==> src/rtl/usb_if_pkg.sv <==
// Shared USB-interface definitions: arbiter state encodings and data-port count limits.
// No logic, so no latency; no flow control of its own.
package usb_if_pkg;

  localparam logic [1:0] ST_IDLE    = 2'd0;
  localparam logic [1:0] ST_ARB     = 2'd1;
  localparam logic [1:0] ST_STRT    = 2'd2;
  localparam logic [1:0] ST_WT_DONE = 2'd3;

  localparam int DP_MIN = 2;
  localparam int DP_MAX = 8;

endpackage

==> src/rtl/rr_pick.sv <==
// Rotate-priority encoder: first set request at or after ptr, wrapping modulo N.
// Purely combinational (zero cycles); vld low when no request is set.
module rr_pick #(
  parameter int N  = 4,
  parameter int IW = (N > 1) ? $clog2(N) : 1
) (
  input  logic [N-1:0]  req,
  input  logic [IW-1:0] ptr,
  output logic          vld,
  output logic [IW-1:0] idx
);

  function automatic logic [IW-1:0] wrap_add(input logic [IW-1:0] base, input int ofs);
    int s;
    s = int'(base) + ofs;
    if (s >= N) s = s - N;
    return IW'(s);
  endfunction

  // Scan from furthest to nearest so the nearest request overwrites the rest.
  always_comb begin
    vld = 1'b0;
    idx = '0;
    for (int k = N - 1; k >= 0; k--) begin
      if (req[wrap_add(ptr, k)]) begin
        vld = 1'b1;
        idx = wrap_add(ptr, k);
      end
    end
  end

endmodule

==> src/rtl/dp_arbtr_rr.sv <==
// Round-robin owner of the FX3 slave-FIFO bus across NUM_DP data-port engines, with watchdog.
// Grant one cycle after a request is seen in ARB; engines hold the bus until done or timeout.
module dp_arbtr_rr
  import usb_if_pkg::*;
#(
  parameter int                NUM_DP    = 4,
  parameter int                ADDR_W    = 2,
  parameter logic [NUM_DP-1:0] RD_MASK   = {{(NUM_DP-1){1'b0}}, 1'b1},
  parameter bit                SKIP_IDLE = 1'b1,
  parameter int                TIMEOUT   = 0
) (
  input  logic              clk_i,
  input  logic              rstn_i,
  input  logic [NUM_DP-1:0] req_i,
  output logic [NUM_DP-1:0] strt_o,
  input  logic [NUM_DP-1:0] done_i,
  output logic [NUM_DP-1:0] grant_o,
  output logic              tmo_o,
  input  logic [NUM_DP-1:0] SLWRn_i,
  input  logic [NUM_DP-1:0] PKTENDn_i,
  output logic [ADDR_W-1:0] SLADDR_o,
  output logic              SLOEn_o,
  output logic              SLCSn_o,
  output logic              SLWRn_o,
  output logic              PKTENDn_o
);

  localparam int IW = (NUM_DP > 1) ? $clog2(NUM_DP) : 1;
  localparam int CW = (TIMEOUT > 1) ? $clog2(TIMEOUT) : 1;

  logic [1:0]        state_q;
  logic [IW-1:0]     g_q;
  logic [IW-1:0]     last_q;
  logic [CW-1:0]     cnt_q;
  logic              tmo_q;

  logic [IW-1:0]     ptr;
  logic [NUM_DP-1:0] cand_req;
  logic              pick_vld;
  logic [IW-1:0]     pick_idx;
  logic              expire;
  logic              granted;
  logic [NUM_DP-1:0] g_oh;

  // Legacy mode treats every port as requesting, giving a fixed 0..N-1 sequence.
  assign cand_req = SKIP_IDLE ? req_i : '1;
  assign ptr      = (last_q == IW'(NUM_DP - 1)) ? '0 : last_q + 1'b1;

  rr_pick #(
    .N  (NUM_DP),
    .IW (IW)
  ) u_pick (
    .req (cand_req),
    .ptr (ptr),
    .vld (pick_vld),
    .idx (pick_idx)
  );

  // cnt_q holds the number of WT_DONE cycles already elapsed.
  assign expire = (TIMEOUT != 0) && (cnt_q == CW'(TIMEOUT - 1));

  always_ff @(posedge clk_i) begin
    if (!rstn_i) begin
      state_q <= ST_IDLE;
      g_q     <= '0;
      last_q  <= IW'(NUM_DP - 1);
      cnt_q   <= '0;
      tmo_q   <= 1'b0;
    end else begin
      tmo_q <= 1'b0;
      case (state_q)
        ST_IDLE: state_q <= ST_ARB;
        ST_ARB: begin
          if (pick_vld) begin
            state_q <= ST_STRT;
            g_q     <= pick_idx;
            last_q  <= pick_idx;
          end
        end
        ST_STRT: begin
          state_q <= ST_WT_DONE;
          cnt_q   <= '0;
        end
        ST_WT_DONE: begin
          cnt_q <= cnt_q + 1'b1;
          if (done_i[g_q]) begin
            state_q <= ST_ARB;
            g_q     <= '0;
          end else if (expire) begin
            state_q <= ST_ARB;
            g_q     <= '0;
            tmo_q   <= 1'b1;
          end
        end
        default: state_q <= ST_IDLE;
      endcase
    end
  end

  assign granted = (state_q == ST_STRT) || (state_q == ST_WT_DONE);
  assign g_oh    = NUM_DP'(1) << g_q;

  assign grant_o   = granted ? g_oh : '0;
  assign strt_o    = (state_q == ST_STRT) ? g_oh : '0;
  assign tmo_o     = tmo_q;
  assign SLCSn_o   = ~granted;
  assign SLADDR_o  = granted ? ADDR_W'(g_q) : '0;
  assign SLOEn_o   = granted ? ~RD_MASK[g_q] : 1'b1;
  assign SLWRn_o   = granted ? SLWRn_i[g_q] : 1'b1;
  assign PKTENDn_o = granted ? PKTENDn_i[g_q] : 1'b1;

endmodule

==> config.mk <==
export PLATFORM = sky130hd
export DESIGN_NAME = dp_arbtr_rr
export DESIGN_NICKNAME = d
export VERILOG_FILES = /design/src/rtl/usb_if_pkg.sv /design/src/rtl/rr_pick.sv /design/src/rtl/dp_arbtr_rr.sv
export SDC_FILE = /design/constraint.sdc
export NUM_CORES = 1
export LEC_CHECK = 0
export ABC_AREA = 1
export BUFFER_PORTS_ARGS = -buffer_cell sky130_fd_sc_hd__buf_2
export CAP_MARGIN = 40
export CORE_UTILIZATION = 32
export CTS_BUF_LIST = sky130_fd_sc_hd__clkbuf_4
export CTS_CLUSTER_SIZE = 20
export DETAILED_ROUTE_END_ITERATION = 8
export SLEW_MARGIN = 20
export SYNTH_ARGS = -nofsm -noshare
export SYNTH_HDL_FRONTEND = slang
export SYNTH_SLANG_ARGS = --single-unit
==> constraint.sdc <==
create_clock -name clk_i -period 1.9 [get_ports clk_i]
set_input_delay 0.19 -clock clk_i [delete_from_list [all_inputs] [get_ports clk_i]]
set_output_delay 0.19 -clock clk_i [all_outputs]
set_load 0.01 [all_outputs]
==> impl_metrics.env <==
export IMPL_die_w_um=52.53
export IMPL_core_area_mm2=0.002318
export IMPL_grt_pass1_wl_mm=3.187
export IMPL_synth_top_area_share_pct=22.05
export IMPL_yosysUniqueCellTypes=21
export IMPL_yosys_top_cells_area="nand2_1 22%, dfxtp_1 15%, nor2_1 10%"
export IMPL_clockBufferDepth=2
export IMPL_nNetsFinal=209
export IMPL_die_area_mm2=0.002759
export IMPL_dr_wl_met3_um=62
export IMPL_firstDrtPassIters=4
export IMPL_path_max_fanout=5
export IMPL_io_pins=33
export IMPL_cts_root_buf="clkbuf_4"
export IMPL_area_growth_pct=25.57
export IMPL_crit_path_end_kind="flop"
export IMPL_ys_ff_latch=6
export IMPL_grt_start_max_net_pins=12
export IMPL_wl_met2_um=914
export IMPL_setup_worst_path_class="flop to flop"
export IMPL_r2r_slack_ns=0.19
export IMPL_p_leak_nw=0.6304
export IMPL_critPathRequiredTime_ns=2.02
export IMPL_wirelength_mm=1.977
export IMPL_holdPathStages=2
export IMPL_min_period_ns=1.715
export IMPL_peakVddDrop_uv=749.5
export IMPL_netlist_top_cell_by_area="nand2_1"
export IMPL_dpl_hpwl_mm=1.680
export IMPL_worst_r2r_path_depth=11
export IMPL_critPathArrivalTime_ns=1.83
export IMPL_rows=17
export IMPL_cts_tree="yes"
export IMPL_cts_buffers=3
export IMPL_syn_nets=174
export IMPL_post_synth_cell_area_avg_um2=5.411
export IMPL_clock_sinks=6
export IMPL_drv_cap=0
export IMPL_h_tree_depth=1
export IMPL_yosysWarningCount=0
export IMPL_place_ws_ns=0.1691
export IMPL_routed_top_layer="met3"
export IMPL_antenna_found_initial=0
export IMPL_diodes=0
export IMPL_drt_initial_drc_count=12
export IMPL_hold_ws_ns=0.2196
export IMPL_clk_latency_ns=0.25
export IMPL_syn_cell_area_um2=817.0
export IMPL_rsz0062_at_grt="no"
export IMPL_gp_congestion=0.9082
export IMPL_vias_per_cell=4.571
export IMPL_wirelength_met1_mm=1.000
export IMPL_maxSlewViolCount=0
export IMPL_tns_ns=0
export IMPL_drive_gt1_share_pct=31.52
export IMPL_antenna_left=0
export IMPL_grt_pass1_vias=830
export IMPL_initial_core_util_pct=35.24
export IMPL_seq_area_frac_synth_pct=14.70
export IMPL_power_density_mw_per_mm2=1705
export IMPL_hold_viol_final=0
export IMPL_startpoint_type="flop"
export IMPL_port_buffers=31
export IMPL_layout_commonest_cell="nand2_1"
export IMPL_finalCritPeriodShare_pct=90.25
export IMPL_postCtsSetupBuffers=0
export IMPL_status="completed"
export IMPL_die_y_um=52.53
export IMPL_fin_ws_ns=0.1852
export IMPL_route_detailed_drc=0
export IMPL_grt_util_all_layers_pct=15.11
export IMPL_hp_class="input pin to flop"
export IMPL_timing_fmax_mhz=583.2
export IMPL_setup_viol=0
export IMPL_grt_overflow=0
export IMPL_postSynthCellCount=151
export IMPL_power_total_mw=1.749
export IMPL_path_clk_slew_ns=0.04
export IMPL_fin_skew_ns=0.006721
export IMPL_mostFrequentLayoutCells="48 x nand2_1, 31 x buf_2, 22 x nor2_1"
export IMPL_via_count=969
export IMPL_detail_route_wl_per_cell_um=9.325
per-layer routing:
layer,global-route usage (%),up-vias
met5,0,-
met4,1.316,0
met3,4.348,0
met2,23.63,17
met1,21.07,427
li1,-,525
critical path: stages (launching register included):
cell      delay (ns)
dfxtp_2         0.34
ha_1            0.36
inv_1           0.15
nand2_1         0.09
nand2_2         0.08
nand3_1         0.09
nand2_2         0.09
nand3_1         0.08
nand2_1         0.08
inv_1           0.07
nand3_1         0.08
o211ai_1        0.09
cell usage after synthesis (all sizes together):
| master | instances |
|---|---|
| and2 | 1 |
| o21ai | 3 |
| o211ai | 1 |
| dfxtp | 6 |
| buf | 2 |
| nand2 | 59 |
| nand4 | 3 |
| nor2 | 24 |
| inv | 26 |
| conb | 1 |
| a21o | 1 |
| nand3 | 14 |
| a21oi | 4 |
| ha | 5 |
| o21bai | 1 |
sequential cells by signal, indices dropped and copies added (netlist names):
| signal | flops |
|---|---|
| state_q | 2 |
| last_q | 2 |
| g_q | 2 |
power by group:
part           leakage [nW]  switching (mW)  internal, mW  total (mW)
logic                 0.567           0.862         0.486        1.35
registers            0.0495          0.0883         0.190       0.278
clock network        0.0138          0.0513        0.0718       0.123
total                 0.630            1.00         0.747        1.75
cells by family after synthesis:
family	after synthesis	synth area share [%]
other cells	1	0.4590
flops	6	14.70
buf+inv	28	13.48
fa+ha+maj	5	7.657
simple gates	101	56.66
compound gates	10	7.045
what timing repair did:
item,in CTS,in global routing
hold buffers,0,0
setup endpoints to repair,0,3
gates resized for setup,0,1
through the flow:
| stage | cells | cell area, µm² | util, % |
|---|---|---|---|
| 2_1_floorplan | 151 | 817.0 | - |
| 5_1_grt | 212 | 1026 | 44.25 |
| 6_report | 212 | 1026 | 44.25 |
| 4_1_cts | 212 | 1025 | 44.20 |
| 3_5_place_dp | 209 | 1002 | 43.23 |
| 3_3_place_gp | 209 | 1002 | 43.23 |
final timing paths:
path,from,end
worst max-delay path,last_q[0]$_SDFFE_PN1P_,last_q[0]$_SDFFE_PN1P_
worst min register to register,last_q[1]$_SDFFE_PN1P_,last_q[1]$_SDFFE_PN1P_
worst max register to register,last_q[0]$_SDFFE_PN1P_,last_q[0]$_SDFFE_PN1P_
worst min-delay path,rstn_i,last_q[1]$_SDFFE_PN1P_
final cells by class:
type / count / area [µm²]
fillers: 243 / 1292
multi-input cells: 117 / 586.8
repair buffers: 32 / 162.7
flip-flops and latches: 6 / 121.4
inverters: 26 / 97.59
well taps: 28 / 35.03
clock buffers: 3 / 22.52
(Power assumes the default switching activity.)
